File: src/rtl/cdr_mm_gearshift.sv
// cdr_mm_gearshift: baud-rate Mueller-Muller CDR with PI loop, phase-wrap DCO, lock FSM and gear shifting
// Ports: clk/rst (sync, active high), y_n sample in, loop_en closes the loop;
//        sample_en symbol strobe, x_n/d_bb sample and decision, f_n phase error,
//        v_ctrl loop filter, dfcw clamped trim, lock/state tracking status.
module cdr_mm_gearshift #(
  parameter int W = 8,
  parameter int PHASE_BITS = 32,
  parameter logic [PHASE_BITS-1:0] FCW_NOM = PHASE_BITS'(1) << (PHASE_BITS - 1),
  parameter int KP_ACQ_SHIFT = 10,
  parameter int KI_ACQ_SHIFT = 16,
  parameter int KP_TRK_SHIFT = 12,
  parameter int KI_TRK_SHIFT = 18,
  parameter int DFCW_SHIFT = 8,
  parameter logic [31:0] DFCW_CLAMP = 32'(FCW_NOM >> 10),
  parameter int LOCK_THRESH = 8,
  parameter int LOCK_WIN = 32,
  parameter int LOSS_WIN = 8
) (
  input  logic                  clk,
  input  logic                  rst,
  input  logic signed [W-1:0]   y_n,
  input  logic                  loop_en,
  output logic                  sample_en,
  output logic signed [W-1:0]   x_n,
  output logic                  d_bb,
  output logic signed [2*W-1:0] f_n,
  output logic signed [31:0]    v_ctrl,
  output logic signed [31:0]    dfcw,
  output logic                  lock,
  output logic [1:0]            state
);
  localparam logic [1:0] ACQ = 2'd0;
  localparam logic [1:0] TRK = 2'd1;
  localparam int CW = $clog2((LOCK_WIN > LOSS_WIN ? LOCK_WIN : LOSS_WIN) + 1);
  localparam logic signed [31:0] LIM = DFCW_CLAMP;
  logic [PHASE_BITS-1:0] r_phase, w_nxt;
  logic signed [W-1:0] r_x_n, r_x_z1;
  logic r_d_z1, r_lock;
  logic signed [31:0] r_acc, r_v;
  logic [CW-1:0] r_good_cnt, r_bad_cnt;
  logic [1:0] r_state;
  logic signed [2*W-1:0] w_t1, w_t2;
  logic signed [31:0] w_fx, w_p, w_i, w_du;
  logic signed [32:0] w_pi;
  logic w_trk, w_good, w_hi, w_lo, w_f_pos, w_f_neg, w_run, w_acc_upd, w_v_upd;
  function automatic logic signed [31:0] sat(input logic signed [33:0] x);
    return (x > 34'sh07FFFFFFF) ? 32'sh7FFFFFFF : (x < -34'sh080000000) ? 32'sh80000000 : x[31:0];
  endfunction
  assign w_nxt     = r_phase + FCW_NOM + PHASE_BITS'(dfcw);
  assign sample_en = w_nxt < r_phase;
  assign x_n       = r_x_n;
  assign d_bb      = ~r_x_n[W-1];
  assign w_t1      = d_bb ? (2*W)'(r_x_z1) : -(2*W)'(r_x_z1);
  assign w_t2      = r_d_z1 ? (2*W)'(r_x_n) : -(2*W)'(r_x_n);
  assign f_n       = w_t1 - w_t2;
  assign w_good    = (f_n[2*W-1] ? -f_n : f_n) <= (2*W)'(LOCK_THRESH);
  assign w_trk     = r_state == TRK;
  assign w_fx      = 32'(f_n);
  assign w_p       = w_trk ? w_fx >>> KP_TRK_SHIFT : w_fx >>> KP_ACQ_SHIFT;
  assign w_i       = w_trk ? r_acc >>> KI_TRK_SHIFT : r_acc >>> KI_ACQ_SHIFT;
  assign w_pi      = 33'(w_p) + 33'(w_i);
  assign w_du      = r_v >>> DFCW_SHIFT;
  assign w_hi      = w_du > LIM;
  assign w_lo      = w_du < -LIM;
  assign dfcw      = w_hi ? LIM : w_lo ? -LIM : w_du;
  assign w_f_pos   = !f_n[2*W-1] && (f_n != '0);
  assign w_f_neg   = f_n[2*W-1];
  assign w_run     = sample_en && loop_en;
  // while clamped, only updates that pull back toward the usable range are allowed
  assign w_acc_upd = w_run && !(w_hi && w_f_pos) && !(w_lo && w_f_neg);
  assign w_v_upd   = w_run && !(w_hi && !w_pi[32] && (w_pi != '0)) && !(w_lo && w_pi[32]);
  assign v_ctrl    = r_v;
  assign lock      = r_lock;
  assign state     = r_state;
  always_ff @(posedge clk) begin
    if (rst) begin
      r_phase    <= '0;
      r_x_n      <= '0;
      r_x_z1     <= '0;
      r_d_z1     <= 1'b0;
      r_acc      <= '0;
      r_v        <= '0;
      r_good_cnt <= '0;
      r_bad_cnt  <= '0;
      r_state    <= ACQ;
      r_lock     <= 1'b0;
    end else begin
      r_phase <= w_nxt;
      if (sample_en) begin
        r_x_n  <= y_n;
        r_x_z1 <= r_x_n;
        r_d_z1 <= d_bb;
      end
      if (w_acc_upd) r_acc <= sat(34'(r_acc) + 34'(w_fx));
      if (w_v_upd) r_v <= sat(34'(r_v) + 34'(w_pi));
      if (sample_en) begin
        if (!loop_en) begin
          r_state    <= ACQ;
          r_lock     <= 1'b0;
          r_good_cnt <= '0;
          r_bad_cnt  <= '0;
        end else if (!w_trk) begin
          if (!w_good) r_good_cnt <= '0;
          else if (r_good_cnt == CW'(LOCK_WIN - 1)) begin
            r_state    <= TRK;
            r_lock     <= 1'b1;
            r_good_cnt <= '0;
            r_bad_cnt  <= '0;
          end else r_good_cnt <= r_good_cnt + 1'b1;
        end else begin
          if (w_good) r_bad_cnt <= '0;
          else if (r_bad_cnt == CW'(LOSS_WIN - 1)) begin
            r_state    <= ACQ;
            r_lock     <= 1'b0;
            r_good_cnt <= '0;
            r_bad_cnt  <= '0;
          end else r_bad_cnt <= r_bad_cnt + 1'b1;
        end
      end
    end
  end
endmodule

File: config.mk
export PLATFORM = sky130hd
export DESIGN_NAME = cdr_mm_gearshift
export DESIGN_NICKNAME = d
export VERILOG_FILES = /design/src/rtl/cdr_mm_gearshift.sv
export SDC_FILE = /design/constraint.sdc
export NUM_CORES = 1
export LEC_CHECK = 0
export BUFFER_PORTS_ARGS = -buffer_cell sky130_fd_sc_hd__buf_2
export CORE_MARGIN = 3
export CORE_UTILIZATION = 35
export DETAILED_ROUTE_END_ITERATION = 7
export GPL_TIMING_DRIVEN = 0
export PLACE_DENSITY = 0.51
export SLEW_MARGIN = 20
export SYNTH_ARGS = -nofsm -noshare
export SYNTH_HDL_FRONTEND = slang
export SYNTH_SLANG_ARGS = --single-unit
export TNS_END_PERCENT = 50
File: constraint.sdc
create_clock -name clk -period 11.2 [get_ports clk]
set_input_delay 1.12 -clock clk [delete_from_list [all_inputs] [get_ports clk]]
set_output_delay 1.12 -clock clk [all_outputs]
set_load 0.05 [all_outputs]
Word-level counts from Yosys, hierarchy flattened
Index checks and enable logic that the tools add are counted.

word-level totals
  register bits after elaboration = 128
  output and inout port bits = 93

cells by class
  multiplexer cells = 35
  bitwise operators = 1
  order comparisons = 8
  eq/ne operators = 8
  reduce and logical (&&, ||, !) cells = 22
  add/subtract/negate cells = 11

operators with widths
  operator                                                      number
  two-way mux 32 bit                                            6
  two-way mux 6 bit                                             12
  > comparator 33 x 32 -> 1 bit, second input constant          2
  less-than comparator 33 x 32 -> 1 bit, second input constant  2
  two-way mux 16 bit                                            3
  adder 32 x 16 -> 33 bit                                       1
  adder 32 x 17 -> 33 bit                                       1
  nonzero test 33 bit                                           1
  adder 32 bit                                                  1
  adder 32 bit, second input constant                           1
  less-than comparator 32 bit                                   1
  negation 8 -> 16 bit                                          2
  > comparator 24 x 23 -> 1 bit, second input constant          1
  less-than comparator 24 x 22 -> 1 bit, second input constant  1
  adder 6 x 16 -> 17 bit                                        1
  <= comparator 16 x 5 -> 1 bit, second input constant          1
  negation 16 bit                                               1
  nonzero test 16 bit                                           1
  subtractor 16 bit                                             1
  two-way mux 15 bit                                            1
  adder 6 x 1 -> 6 bit, second input constant                   2
  two-way mux 2 bit                                             6
  logical AND 1 bit                                             11
  inequality test 3 x 1 -> 1 bit, second input constant         3
  11 further kinds                                              22

Longest topological paths before layout
  depth after elaboration = 11
  gate-level depth with buffers = 40
  depth with buffers taken out = 38

Worst setup path after synthesis
No wires, ideal clock.

  path type = reg-to-reg
  start = register r_x_n[7], in the netlist x_n[7]
  end = register r_v[29], in the netlist v_ctrl[29]
  library setup time = 0.126 ns
  path buffers = 3
  stages on the path, launching flop included = 35
  path slack = 1.407 ns
  arrival time = 9.668 ns
  cell sequence = dfxtp_1 -> clkbuf_1 -> inv_1 -> ha_1 -> mux2_2 -> ha_1 -> or3_1 -> o21a_1 -> o311ai_1 -> mux2_2 -> ha_1 -> inv_1 -> fa_1 -> nor2b_1 -> o21ai_1 -> a21oi_1 -> o41a_1 -> a31oi_1 -> a21oi_1 -> a211oi_1 -> or3_1 -> ha_1 -> and2_1 -> and4_1 -> nand3_1 -> nor3_1 -> a2111oi_0 -> o21ai_0 -> a41oi_1 -> o21ai_0 -> a221o_1 -> clkbuf_1 -> clkbuf_1 -> o21ai_0 -> a31oi_1

between the ends
  longest elaborated chain between the ends = 11

ends and longest elaborated chain
  item                                                                             RTL line  source
  start: declaration                                                               37        logic signed [W-1:0] r_x_n, r_x_z1;
  start signal: assignment                                                         90        r_x_n <= y_n;
  negation 8 -> 16 bit                                                             54        assign w_t2 = r_d_z1 ? (2*W)'(r_x_n) : -(2*W)'(r_x_n);
  two-way mux 16 bit                                                               54
  subtractor 16 bit *                                                              55        assign f_n = w_t1 - w_t2;
  net f_n[10]                                                                      26        output logic signed [2*W-1:0] f_n,
  two-way mux 5 bit *                                                              59        assign w_p = w_trk ? w_fx >>> KP_TRK_SHIFT : w_fx >>> KP_ACQ_SHIFT;
  adder 6 x 16 -> 17 bit *                                                         61        assign w_pi = 33'(w_p) + 33'(w_i);
  parallel branches: the longest is 6 deep, another holds adder 32 x 17 -> 33 bit  --
  end signal: assignment                                                           95        if (w_v_upd) r_v <= sat(34'(r_v) + 34'(w_pi));
  end: declaration                                                                 39        logic signed [31:0] r_acc, r_v;

Mark *: on every way through the listed nets, which the timed path passes.
A chain may end at the register's enable or synchronous reset.

Worst setup path after layout
  start = register r_x_n[0], in the netlist x_n[0]
  end = register r_v[24], in the netlist v_ctrl[24]

between the ends
  longest elaborated chain between the ends = 11

ends and longest elaborated chain
  item                                                                             RTL line
  negation 8 -> 16 bit                                                             54
  two-way mux 16 bit *                                                             54
  subtractor 16 bit *                                                              55
  two-way mux 5 bit                                                                59
  adder 6 x 16 -> 17 bit *                                                         61
  parallel branches: the longest is 6 deep, another holds adder 32 x 17 -> 33 bit  --

Mark *: on every way between the ends.

==> metrics.md <==
| Metric | Value |
|---|---|
| FF-to-FF End | v_ctrl[24] |
| Die ar. | around 0.042 sq mm |
| Max Buffers Root-to-Sink | 2 |
| Setup TNS | 0 ps |
| EDFF count, synth | 0 |
| RSZ-0062 raised after global routing | false |
| DRC violation count after routing | 0 |
| GPL Wtd Cong | around 0.91 |
| Mapped Area | 0.0140 sq mm |
| Min-Delay Path Depth | 2 |
| H-tree levels | 4 |
| Final Worst Setup Slack | 1050 ps |
| TritonCTS Buffers | 17 |
| Congestion Overflow GR | 0 |
| Syn Nets | 2047 |
| Die extent in x | 206 um |
| Share of flip-flops with an asynchronous set or reset | 0% |
| Delay of the slowest critical-path stage | 700 ps |
| Synthesized flop and latch total | 126 |
| Post-place setup slack | 640 ps |
| Worst Setup End Kind | flip-flop |
| First DRT Iteration DRCs | about 890 |
| Slew headroom | 32.7% |
| Syn. warnings | 0 |
| Placed wire-length estimate | 34.4 mm |
| Initial Util | 35.8% |
| Filler cells | 4015 |
| Worst min path class | reg -> reg |
| Min Clock Period, post-route | 10150 ps |
| Ports | between 100 and 150 |
| Syn Inst Count | 1837 |
| Cell count of the worst reg-to-reg path | 39 |
| Post-CTS Hold Buffers | 0 |
| CTS Sinks | 126 |
| Pin count of the biggest net entering global routing | 28 |
| Worst Path Arrival | about 10000 ps |
| Die Span Y | 206 um |
| IO Port Bufs | 101 |
| CP Launch Type | flip-flop |
| Slew Limit Fails | 0 |
| Hold Fails Final Rpt | 0 |
| Least-Margin Pin Slew | 1000 ps |
| Clock transition at path regs | around 60 ps |
| Cell row count | 72 |
| Skew final | 10.0 ps |
| Crit Path Class | reg -> reg |
| Post-cts sizing count | 0 |
| Worst Hold End | r_x_z1[0] |
| Routed Antenna Nets | 0 |
| Reg2Reg Setup Slack | 1050 ps |
| Max Cap Viol | 0 |
| Share of layout cells above drive strength 1 | around a tenth |
| Final WL | 44.0 mm |
| Root Driver | clkbuf_16 |
| Critical path peak fanout | 19 |
| Status | complete, no violations |
| Routed vias | about 14000 |
| Clk_lat worst skew | 440 ps |
| Setup Fix Bufs, Post-CTS | 0 |
| Number of global-route vias before repair | approximately 13000 |
| Synth-to-layout area growth | 12.6% |
| Detailed Routing Iterations Pass 1 | 7 |
| DR vias/cell | roughly 5.5 |
| Worst Path Required | 11490 ps |
| Syn Area/Cell | 7.59 sq um |
| Synth cell types | just under 80 |
| Total GRT Usage | 20.7% |
| Hold path start | r_x_z1[0] |
| Max Clock Freq | between 0.09 and 0.1 GHz |
| Hold_ws | 469 ps |
| Critical path's slowest cell | or3_2 |
| Sequential share of the synthesized area | 18.1% |
| Core Region | 0.0390 sq mm |
| Period utilization | 90.7% |
| Initial antenna violation count | 1 |
| Final Setup Violations | 0 |
| Most used DFF post-synth | dfxtp_1 |
| Nets | roughly 2200 |
| Routed length per instance | 17.7 um |
| Crit Reg-Reg Startpoint | x_n[0] |
| Clock tree from TritonCTS | built |
| Global-route wire length before repair | roughly 71 mm |
[worst max-delay path: cells and delay by family, from the launching register on]
kind / cells / cell delay, ps
adders and majority gates: 4 / 1430
AOI/OAI and AO/OA: 19 / 4710
and+or+nand+nor: 10 / 2010
buffers and inverters: 6 / 1350
DFF: 1 / 470
[per-stage QoR]
step	std cells	area, sq um	utilization (%)
after floorplan	1837	14000	-
after global placement	2456	15100	38.7
after detailed placement	2457	15100	38.8
after CTS	2489	15700	40.2
after global routing	2490	15700	40.3
final	2490	15700	40.3
[cells in the mapped netlist, types with 11 or more instances]
cell	count	area share, %
a311oi_2	16	1.7
nand2b_1	30	1.3
a22oi_1	11	0.59
nand3_1	44	1.6
and3_1	16	0.72
inv_1	112	3.0
a21oi_1	185	6.6
o211ai_1	12	0.65
o21bai_1	15	0.81
dfxtp_1	126	18
ha_1	193	17
or2_2	12	0.54
and2_1	53	2.4
nand2_1	161	4.3
a211oi_1	22	1.2
nor4_1	12	0.54
nor2b_1	18	0.81
mux2_2	17	1.4
o31ai_1	20	1.1
nor2_1	112	3.0
o21a_1	19	1.0
clkbuf_1	65	1.7
or3_1	25	1.1
o21ai_0	127	4.6
nand4_1	16	0.72
nor3_1	30	1.1
a21o_1	55	3.0
a31oi_1	37	1.7
xnor2_1	76	4.8
xor2_1	37	2.3
[area by class of cell]
cell class	instances	area, sq um	share of cell area (%)
sequential	126	2520	16.1
clock inverter	12	120	0.765
buffer	85	378	2.41
multi-input combinational	1511	10600	67.7
tap	518	648	4.13
timing repair buffer	102	526	3.35
inverter	115	432	2.75
antenna	1	2.50	0.0159
clock buffer	20	447	2.84
[layer usage]
metal | wire, um | GRT usage (%) | up-vias
li1 | - | - | 6982
met1 | 20900 | 28.1 | 6491
met2 | 20600 | 35.2 | 290
met3 | 1750 | 2.55 | 39
met4 | 745 | 4.81 | 0
met5 | 0 | 0 | -
[layout by cell type, fill, tap and decap left out, types with 15 or more instances in the layout]
| cell type | count |
|---|---|
| a211oi_1 | 22 |
| a21o_1 | 55 |
| a21oi_1 | 185 |
| a311oi_2 | 16 |
| a31oi_1 | 37 |
| and2_1 | 53 |
| and3_1 | 16 |
| buf_2 | 105 |
| clkbuf_1 | 66 |
| clkbuf_16 | 17 |
| dfxtp_1 | 126 |
| ha_1 | 193 |
| inv_1 | 112 |
| mux2_2 | 17 |
| nand2_1 | 161 |
| nand2b_1 | 30 |
| nand3_1 | 44 |
| nand4_1 | 16 |
| nor2_1 | 111 |
| nor2b_1 | 18 |
| nor3_1 | 29 |
| o21a_1 | 19 |
| o21ai_0 | 127 |
| o21bai_1 | 15 |
| o31ai_1 | 20 |
| or3_1 | 24 |
| xnor2_1 | 76 |
| xor2_1 | 37 |
[worst max-delay path by stage]
stage | start | cells after the start | endpoint | slack, ps
3_5_place_dp | x_n[0] | 37 | v_ctrl[24] | 640
2_1_floorplan | x_n[7] | 34 | v_ctrl[29] | 1410
4_1_cts | x_n[0] | 37 | v_ctrl[24] | 590
5_1_grt | x_n[0] | 39 | v_ctrl[0] | 40
3_3_place_gp | x_n[0] | 37 | v_ctrl[24] | -490
6_report | x_n[0] | 39 | v_ctrl[24] | 1050
[registers in the layout, summed over array words and instances, names as in the netlist]
name / cells
r_bad_cnt: 6
r_phase: 32
state: 1
r_x_z1: 8
r_good_cnt: 6
v_ctrl: 32
x_n: 8
r_d_z1: 1
r_acc: 32
[logic make-up (layout without fill, tap and decap cells)]
kind of cell    count (synthesis)  after routing  share of synthesized area [%]
mux                            23             23                           1.80
simple gates                  554            554                           19.7
fa+ha+maj                     206            206                           18.7
xor+xnor                      113            113                           7.09
compound gates                614            614                           28.9
buf+inv                       200            334                           5.79
other cells                     1              2                         0.0269
flops                         126            126                           18.1
Power is left out: the tool's default activity adds up to more than one toggle a clock period on the data nets, which glitch-free logic cannot reach.
